[config.mk]
export PLATFORM = sky130hd
export DESIGN_NAME = seq_det_sched
export DESIGN_NICKNAME = d
export VERILOG_FILES = /design/src/rtl/seq_det_pkg.sv /design/src/rtl/seq_det_rr_arb.sv /design/src/rtl/seq_det_sched.sv
export SDC_FILE = /design/constraint.sdc
export NUM_CORES = 1
export LEC_CHECK = 0
export ABC_AREA = 1
export CAP_MARGIN = 30
export CELL_PAD_IN_SITES_DETAIL_PLACEMENT = 0
export CELL_PAD_IN_SITES_GLOBAL_PLACEMENT = 1
export CORE_MARGIN = 3
export CORE_UTILIZATION = 40
export CTS_BUF_LIST = sky130_fd_sc_hd__clkbuf_16
export DETAILED_ROUTE_END_ITERATION = 8
export MAX_ROUTING_LAYER = met4
export PLACE_DENSITY_LB_ADDON = 0.1
export SLEW_MARGIN = 25
export SYNTH_ARGS = -nofsm -noshare
export SYNTH_HDL_FRONTEND = slang
export SYNTH_SLANG_ARGS = --single-unit
[constraint.sdc]
create_clock -name clk -period 6.2 [get_ports clk]
set_clock_uncertainty 0.2 [all_clocks]
set_input_delay 1.55 -clock clk [delete_from_list [all_inputs] [get_ports clk]]
set_output_delay 1.55 -clock clk [all_outputs]
set_load 0.01 [all_outputs]
[src/rtl/seq_det_pkg.sv]
// seq_det_pkg
//   Shared types and helpers for the seq_det_sched scheduler.
//   - state_e        : scheduler FSM states
//   - *_DEF          : default NREQ / PAT_W / BURST
//   - rr_pick_onehot : circular first-set-bit pick starting at a pointer
package seq_det_pkg;

  typedef enum logic [1:0] {
    IDLE = 2'd0,
    RUN  = 2'd1,
    DONE = 2'd2
  } state_e;

  localparam int NREQ_DEF  = 4;
  localparam int PAT_W_DEF = 4;
  localparam int BURST_DEF = 8;

  // Widest requester vector the pick helper supports.
  localparam int RR_MAX = 8;

  // One-hot of the first set bit of req at or after ptr, wrapping modulo n.
  // Only bits [n-1:0] of req are looked at; the result is zero if none set.
  function automatic logic [RR_MAX-1:0] rr_pick_onehot(
    input logic [RR_MAX-1:0] req,
    input int                ptr,
    input int                n
  );
    logic [RR_MAX-1:0] pick;
    logic              found;
    logic [2:0]        idx;
    pick  = '0;
    found = 1'b0;
    for (int k = 0; k < RR_MAX; k++) begin
      idx = 3'((ptr + k) % n);
      if ((k < n) && !found && req[idx]) begin
        pick[idx] = 1'b1;
        found     = 1'b1;
      end
    end
    return pick;
  endfunction

endpackage

[src/rtl/seq_det_rr_arb.sv]
// seq_det_rr_arb
//   Round-robin pick over NREQ level requests plus the rotating priority
//   pointer. The pick is combinational; the pointer moves to one past the
//   index given on adv_idx_i when adv_i is high.
// Ports:
//   clk, rst     : clock, synchronous active-high reset (pointer -> 0)
//   req_i        : request vector
//   adv_i        : advance pointer this cycle
//   adv_idx_i    : index that just finished; pointer becomes adv_idx_i+1
//   any_o        : at least one request is pending
//   pick_oh_o    : one-hot winner
//   pick_idx_o   : binary index of winner
module seq_det_rr_arb
  import seq_det_pkg::*;
#(
  parameter int NREQ = NREQ_DEF,
  localparam int IW  = $clog2(NREQ)
) (
  input  logic            clk,
  input  logic            rst,
  input  logic [NREQ-1:0] req_i,
  input  logic            adv_i,
  input  logic [IW-1:0]   adv_idx_i,
  output logic            any_o,
  output logic [NREQ-1:0] pick_oh_o,
  output logic [IW-1:0]   pick_idx_o
);

  logic [IW-1:0]     rr_ptr_q, rr_ptr_d;
  logic [RR_MAX-1:0] req_ext;
  logic [RR_MAX-1:0] pick_ext;

  always_comb begin
    req_ext             = '0;
    req_ext[NREQ-1:0]   = req_i;
    pick_ext            = rr_pick_onehot(req_ext, int'(rr_ptr_q), NREQ);
    pick_oh_o           = pick_ext[NREQ-1:0];
    // The pick is non-zero exactly when some request is set.
    any_o               = |pick_ext;
    pick_idx_o          = '0;
    for (int i = 0; i < NREQ; i++) begin
      if (pick_ext[i]) pick_idx_o = IW'(i);
    end
    rr_ptr_d = rr_ptr_q;
    if (adv_i) begin
      rr_ptr_d = (adv_idx_i == IW'(NREQ - 1)) ? '0 : adv_idx_i + 1'b1;
    end
  end

  always_ff @(posedge clk) begin
    if (rst) rr_ptr_q <= '0;
    else     rr_ptr_q <= rr_ptr_d;
  end

endmodule

[src/rtl/seq_det_sched.sv]
// seq_det_sched
//   Time-shares one programmable serial pattern detector between NREQ
//   serial-bit requesters. A granted requester streams BURST bits; the block
//   pulses match_o per detected pattern and reports the per-burst count.
//
//   state | meaning
//   IDLE  | clear datapath, accept pattern writes, grant next requester
//   RUN   | accept bits from the granted lane, shift/compare, count matches
//   DONE  | one cycle: done_o/done_id_o/match_cnt_o valid, advance rr pointer
//
// Ports:
//   clk, rst     : clock, synchronous active-high reset
//   req_i        : per-requester burst request (level)
//   gnt_o        : registered one-hot grant
//   bit_vld_i/bit_i/bit_rdy_o : per-lane serial handshake
//   cfg_we_i, pattern_i : pattern load (IDLE only), MSB = oldest bit
//   match_o      : one-cycle pulse per match
//   done_o, done_id_o, match_cnt_o : end-of-burst report
//   timeout_o    : burst aborted by stall (SEQDET_TIMEOUT_EN only)
//
// Optional build macro: SEQDET_TIMEOUT_EN adds parameter TIMEOUT and port
// timeout_o; a burst with TIMEOUT consecutive bit-less cycles is aborted.
module seq_det_sched
  import seq_det_pkg::*;
#(
  parameter int NREQ  = NREQ_DEF,
  parameter int PAT_W = PAT_W_DEF,
  parameter int BURST = BURST_DEF,
  parameter int CNT_W = $clog2(BURST + 1)
`ifdef SEQDET_TIMEOUT_EN
  , parameter int TIMEOUT = 16
`endif
) (
  input  logic                    clk,
  input  logic                    rst,
  input  logic [NREQ-1:0]         req_i,
  output logic [NREQ-1:0]         gnt_o,
  input  logic [NREQ-1:0]         bit_vld_i,
  input  logic [NREQ-1:0]         bit_i,
  output logic [NREQ-1:0]         bit_rdy_o,
  input  logic                    cfg_we_i,
  input  logic [PAT_W-1:0]        pattern_i,
  output logic                    match_o,
  output logic                    done_o,
  output logic [$clog2(NREQ)-1:0] done_id_o,
  output logic [CNT_W-1:0]        match_cnt_o
`ifdef SEQDET_TIMEOUT_EN
  , output logic                  timeout_o
`endif
);

  localparam int IW = $clog2(NREQ);

  state_e           state_q, state_d;
  logic [NREQ-1:0]  gnt_q, gnt_d;
  logic [IW-1:0]    gidx_q, gidx_d;
  logic [PAT_W-1:0] hist_q, hist_d;
  logic [PAT_W-1:0] pattern_q, pattern_d;
  logic [CNT_W-1:0] bcnt_q, bcnt_d;
  logic [CNT_W-1:0] mcnt_q, mcnt_d;
  logic [CNT_W-1:0] match_cnt_q, match_cnt_d;
  logic             match_q, match_d;
  logic             done_q, done_d;
  logic [IW-1:0]    done_id_q, done_id_d;
  logic             accept, hit, end_burst;

  logic             arb_any;
  logic [NREQ-1:0]  arb_oh;
  logic [IW-1:0]    arb_idx;

`ifdef SEQDET_TIMEOUT_EN
  localparam int SW = $clog2(TIMEOUT + 1);
  logic [SW-1:0]    stall_q, stall_d;
  logic             timeout_q, timeout_d;
`endif

  seq_det_rr_arb #(.NREQ(NREQ)) u_arb (
    .clk        (clk),
    .rst        (rst),
    .req_i      (req_i),
    .adv_i      (state_q == DONE),
    .adv_idx_i  (gidx_q),
    .any_o      (arb_any),
    .pick_oh_o  (arb_oh),
    .pick_idx_o (arb_idx)
  );

  always_comb begin
    state_d     = state_q;
    gnt_d       = gnt_q;
    gidx_d      = gidx_q;
    hist_d      = hist_q;
    pattern_d   = pattern_q;
    bcnt_d      = bcnt_q;
    mcnt_d      = mcnt_q;
    match_cnt_d = match_cnt_q;
    done_id_d   = done_id_q;
    match_d     = 1'b0;
    done_d      = 1'b0;
    accept      = 1'b0;
    hit         = 1'b0;
    end_burst   = 1'b0;
`ifdef SEQDET_TIMEOUT_EN
    stall_d     = stall_q;
    timeout_d   = 1'b0;
`endif
    case (state_q)
      IDLE: begin
        hist_d = '0;
        bcnt_d = '0;
        mcnt_d = '0;
`ifdef SEQDET_TIMEOUT_EN
        stall_d = '0;
`endif
        // A write landing with the grant decision applies to that burst.
        if (cfg_we_i) pattern_d = pattern_i;
        if (arb_any) begin
          gnt_d   = arb_oh;
          gidx_d  = arb_idx;
          state_d = RUN;
        end
      end
      RUN: begin
        accept = bit_vld_i[gidx_q] & gnt_q[gidx_q];
        if (accept) begin
          hist_d = {hist_q[PAT_W-2:0], bit_i[gidx_q]};
          bcnt_d = bcnt_q + 1'b1;
          // The cleared history could alias the pattern before PAT_W bits.
          hit    = (hist_d == pattern_q) && (bcnt_d >= CNT_W'(PAT_W));
          if (hit) begin
            match_d = 1'b1;
            if (mcnt_q != CNT_W'(BURST)) mcnt_d = mcnt_q + 1'b1;
          end
          if (bcnt_d == CNT_W'(BURST)) end_burst = 1'b1;
        end
`ifdef SEQDET_TIMEOUT_EN
        stall_d = accept ? '0 : stall_q + 1'b1;
        if (!accept && (stall_d == SW'(TIMEOUT))) begin
          end_burst = 1'b1;
          timeout_d = 1'b1;
        end
`endif
        if (end_burst) begin
          state_d     = DONE;
          gnt_d       = '0;
          done_d      = 1'b1;
          done_id_d   = gidx_q;
          match_cnt_d = mcnt_d;
        end
      end
      DONE: begin
        state_d = IDLE;
      end
      default: begin
        state_d = IDLE;
        gnt_d   = '0;
      end
    endcase
  end

  always_ff @(posedge clk) begin
    if (rst) begin
      state_q     <= IDLE;
      gnt_q       <= '0;
      gidx_q      <= '0;
      hist_q      <= '0;
      pattern_q   <= '1;
      bcnt_q      <= '0;
      mcnt_q      <= '0;
      match_cnt_q <= '0;
      match_q     <= 1'b0;
      done_q      <= 1'b0;
      done_id_q   <= '0;
`ifdef SEQDET_TIMEOUT_EN
      stall_q     <= '0;
      timeout_q   <= 1'b0;
`endif
    end else begin
      state_q     <= state_d;
      gnt_q       <= gnt_d;
      gidx_q      <= gidx_d;
      hist_q      <= hist_d;
      pattern_q   <= pattern_d;
      bcnt_q      <= bcnt_d;
      mcnt_q      <= mcnt_d;
      match_cnt_q <= match_cnt_d;
      match_q     <= match_d;
      done_q      <= done_d;
      done_id_q   <= done_id_d;
`ifdef SEQDET_TIMEOUT_EN
      stall_q     <= stall_d;
      timeout_q   <= timeout_d;
`endif
    end
  end

  assign gnt_o       = gnt_q;
  assign bit_rdy_o   = (state_q == RUN) ? gnt_q : '0;
  assign match_o     = match_q;
  assign done_o      = done_q;
  assign done_id_o   = done_id_q;
  assign match_cnt_o = match_cnt_q;
`ifdef SEQDET_TIMEOUT_EN
  assign timeout_o   = timeout_q;
`endif

endmodule

==> impl_results.md <==
- WP data required: 4.45 ns
- Max_cap viols: 0
- Post-Syn Nets: 321
- # setup viols final: 0
- # IOs: 35
- Synth Cell Area: 1990 um2
- Core box area: 4750 um2
- Non-filler instance count after layout: 397
- 1st-pass router iterations: 4
- Ys async rst share: 0%
- Clk slew on worst S/H paths: approximately 0.06 ns
- Clock buffer depth: 2
- # resized after CTS: 0
- CTS tree: done
- Via count of the first global-routing pass: 1,634
- Antenna viol nets, final: 0
- Routed wire length: 4.58 mm
- DRT iter0 DRCs: approximately 120
- Chip Height: 76.5 um
- Worst setup margin: 2.50 ns
- Max VDD drop: roughly 0.15 mV
- CTS root buffer: clkbuf_16
- GRT Overall Usage: 16.7%
- Detailed-route wire length per cell: 11.5 um
- Placement Setup Slack: 2.55 ns
- Final Hold Fails: 0
- Dominant synthesized flop cell: dfxtp_1
- Worst Max-Slew Pin Slew: 0.754 ns
- Number of synthesized flops with an enable pin: 0
- Min Tclk post-route: between 3 and 4 ns
- Run status: finished clean
- DR vias/cell: 4.69
- Fmax: 270 MHz
- Sequential cell area fraction in the yosys report: 33.2%
- PD cells: ~210 nW/um2
- Global route hottest layer: met2
- Placed cell count: 389
- Die width: 76.5 um
- Final-report max-slew violation count: 0
- CTS buffer count: 5
- CP Launch Type: register
- Filler cell count: approximately 480
- Initial antenna violation count: 0
- Initial cell density of the core: 41.8%
- # port buffers: 34
- Remaining Overflow, GRT: 0
- Vias: 1,861
- GR Util met1: 23.0%
- Drt drc: 0
- Design area: 2540 um2
- Gate Count Post-Synth: between 200 and 300
- Seq cells post-synth: 33
- Hold crit path type: register to register
- RSZ-0062 raised after global routing: false
- CTS sink count: 33
- Setup bufs post-CTS: 0
- Slew HR: 49.6%
- Final setup TNS: 0 ns
- Area grow syn2layout: 27.7%
- Critical Path Sink Type: output port
- WP data arrival: 1.95 ns
- Syn_area_per_cell: 6.81 um2
- Share of layout cells above drive strength 1: 8.79%
- Yosys cell types: 26
- Fin crit share: 59.6%
- H-tree depth: 2
- Ant. Diodes: 0
- Yosys warning count: 0
- Post-DP HPWL: between 3 and 4 mm
- Most common cell after layout, fill and taps aside: nand2_1
- Clk_lat worst skew: 0.28 ns
- Worst setup path class: register to output port
- Worst-path maximum fanout: 9
- Dpl cell area: 2400 um2
- Fin nets: 358
- Die Footprint: 5860 um2
- Row Count: 25
- GRT met2 Usage: 23.5%
- Largest net degree at the start of global routing: 21
- Placer Congestion: 0.857
- Leakage dissipation: roughly 0.0011 uW
- Grt met3 use: under 10%
- Most frequent cells in the layout: nand2_1 (80), nand3_1 (39), clkdlybuf4s50_1 (34)
- Hold_buf cts: 0
- First-pass GRT wire length: roughly 7.6 mm
## area by class of cell
class	instances	area, um2	area share [%]
repair buffers	34	340	13.4
multi-input cells	218	1170	46.2
clock inverters	3	17.5	0.690
flip-flops and latches	33	661	26.0
clock buffers	5	125	4.93
well taps	67	83.8	3.30
inverters	37	139	5.47
## routing by layer
layer | share of wire [%] | wire (um)
met5 | 0 | 0
met4 | 1.3 | 59
met3 | 4.2 | 191
met2 | 41 | 1890
met1 | 53 | 2440
## registers in the layout, indices dropped and copies added, names as in the netlist
name and count:
pattern_q 4, gidx_q 2, match_o 1, mcnt_q 4, done_o 1, done_id_o 2, u_arb.rr_ptr_q 2, hist_q 3
match_cnt_o 4, bcnt_q 4, gnt_o 4, state_q 2
## stage by stage
step | total power, uW | utilization, % | hold WS, ns
floorplan | 270 | - | 0.247
global placement | 298 | 50.4 | 0.256
detailed placement | 298 | 50.4 | 0.255
CTS | 538 | 53.4 | 0.264
global route | 560 | 53.4 | 0.292
finish | 535 | 53.4 | 0.262
## cell families after synthesis
logic type	synth area share, %
buffers and inverters	7.80
xor gates and xnor gates	3.90
adders and majority gates	6.29
AOI/OAI and AO/OA	10.4
DFF	33.2
and+or+nand+nor	38.4
## critical path, cell delays in order (launching register included)
cell and delay (ns):
dfxtp_1 0.40, nor2_1 0.38, inv_1 0.21, nor2_1 0.12, clkdlybuf4s50_1 0.55
## cells in the mapped netlist (2+ instances only)
cell type | instances | area, um2
nand3_1 | 39 | 195
dfxtp_1 | 33 | 661
clkinv_1 | 2 | 7.51
xor2_1 | 3 | 26.3
clkbuf_1 | 3 | 11.3
xnor2_1 | 4 | 35.0
nand2_2 | 3 | 18.8
a21oi_1 | 23 | 115
o21ai_1 | 2 | 10.0
nand2_4 | 3 | 33.8
inv_2 | 4 | 15.0
nand3_4 | 2 | 35.0
nand2_1 | 80 | 300
nor2_4 | 2 | 22.5
inv_1 | 31 | 116
ha_1 | 10 | 125
nand3_2 | 5 | 50.1
o32ai_1 | 2 | 17.5
nor2_1 | 22 | 82.6
o21ai_0 | 13 | 65.1
## final timing paths
path	startpoint	end	slack, ns	depth (start not counted)
hold / removal	match_cnt_o[2]	match_cnt_o[2]	0.26	2
setup / recovery	state_q[1]	bit_rdy_o[1]	2.50	4
hold reg to reg	match_cnt_o[2]	match_cnt_o[2]	0.26	2
setup reg to reg	u_arb.rr_ptr_q[0]	gnt_o[1]	3.63	14
## where the power goes
part           internal, uW  switching, uW
Clock                   147           94.9
Sequential              218           5.90
Combinational          29.8           39.1
Total                   395            140
No activity file was read; power rests on OpenSTA's default activity.
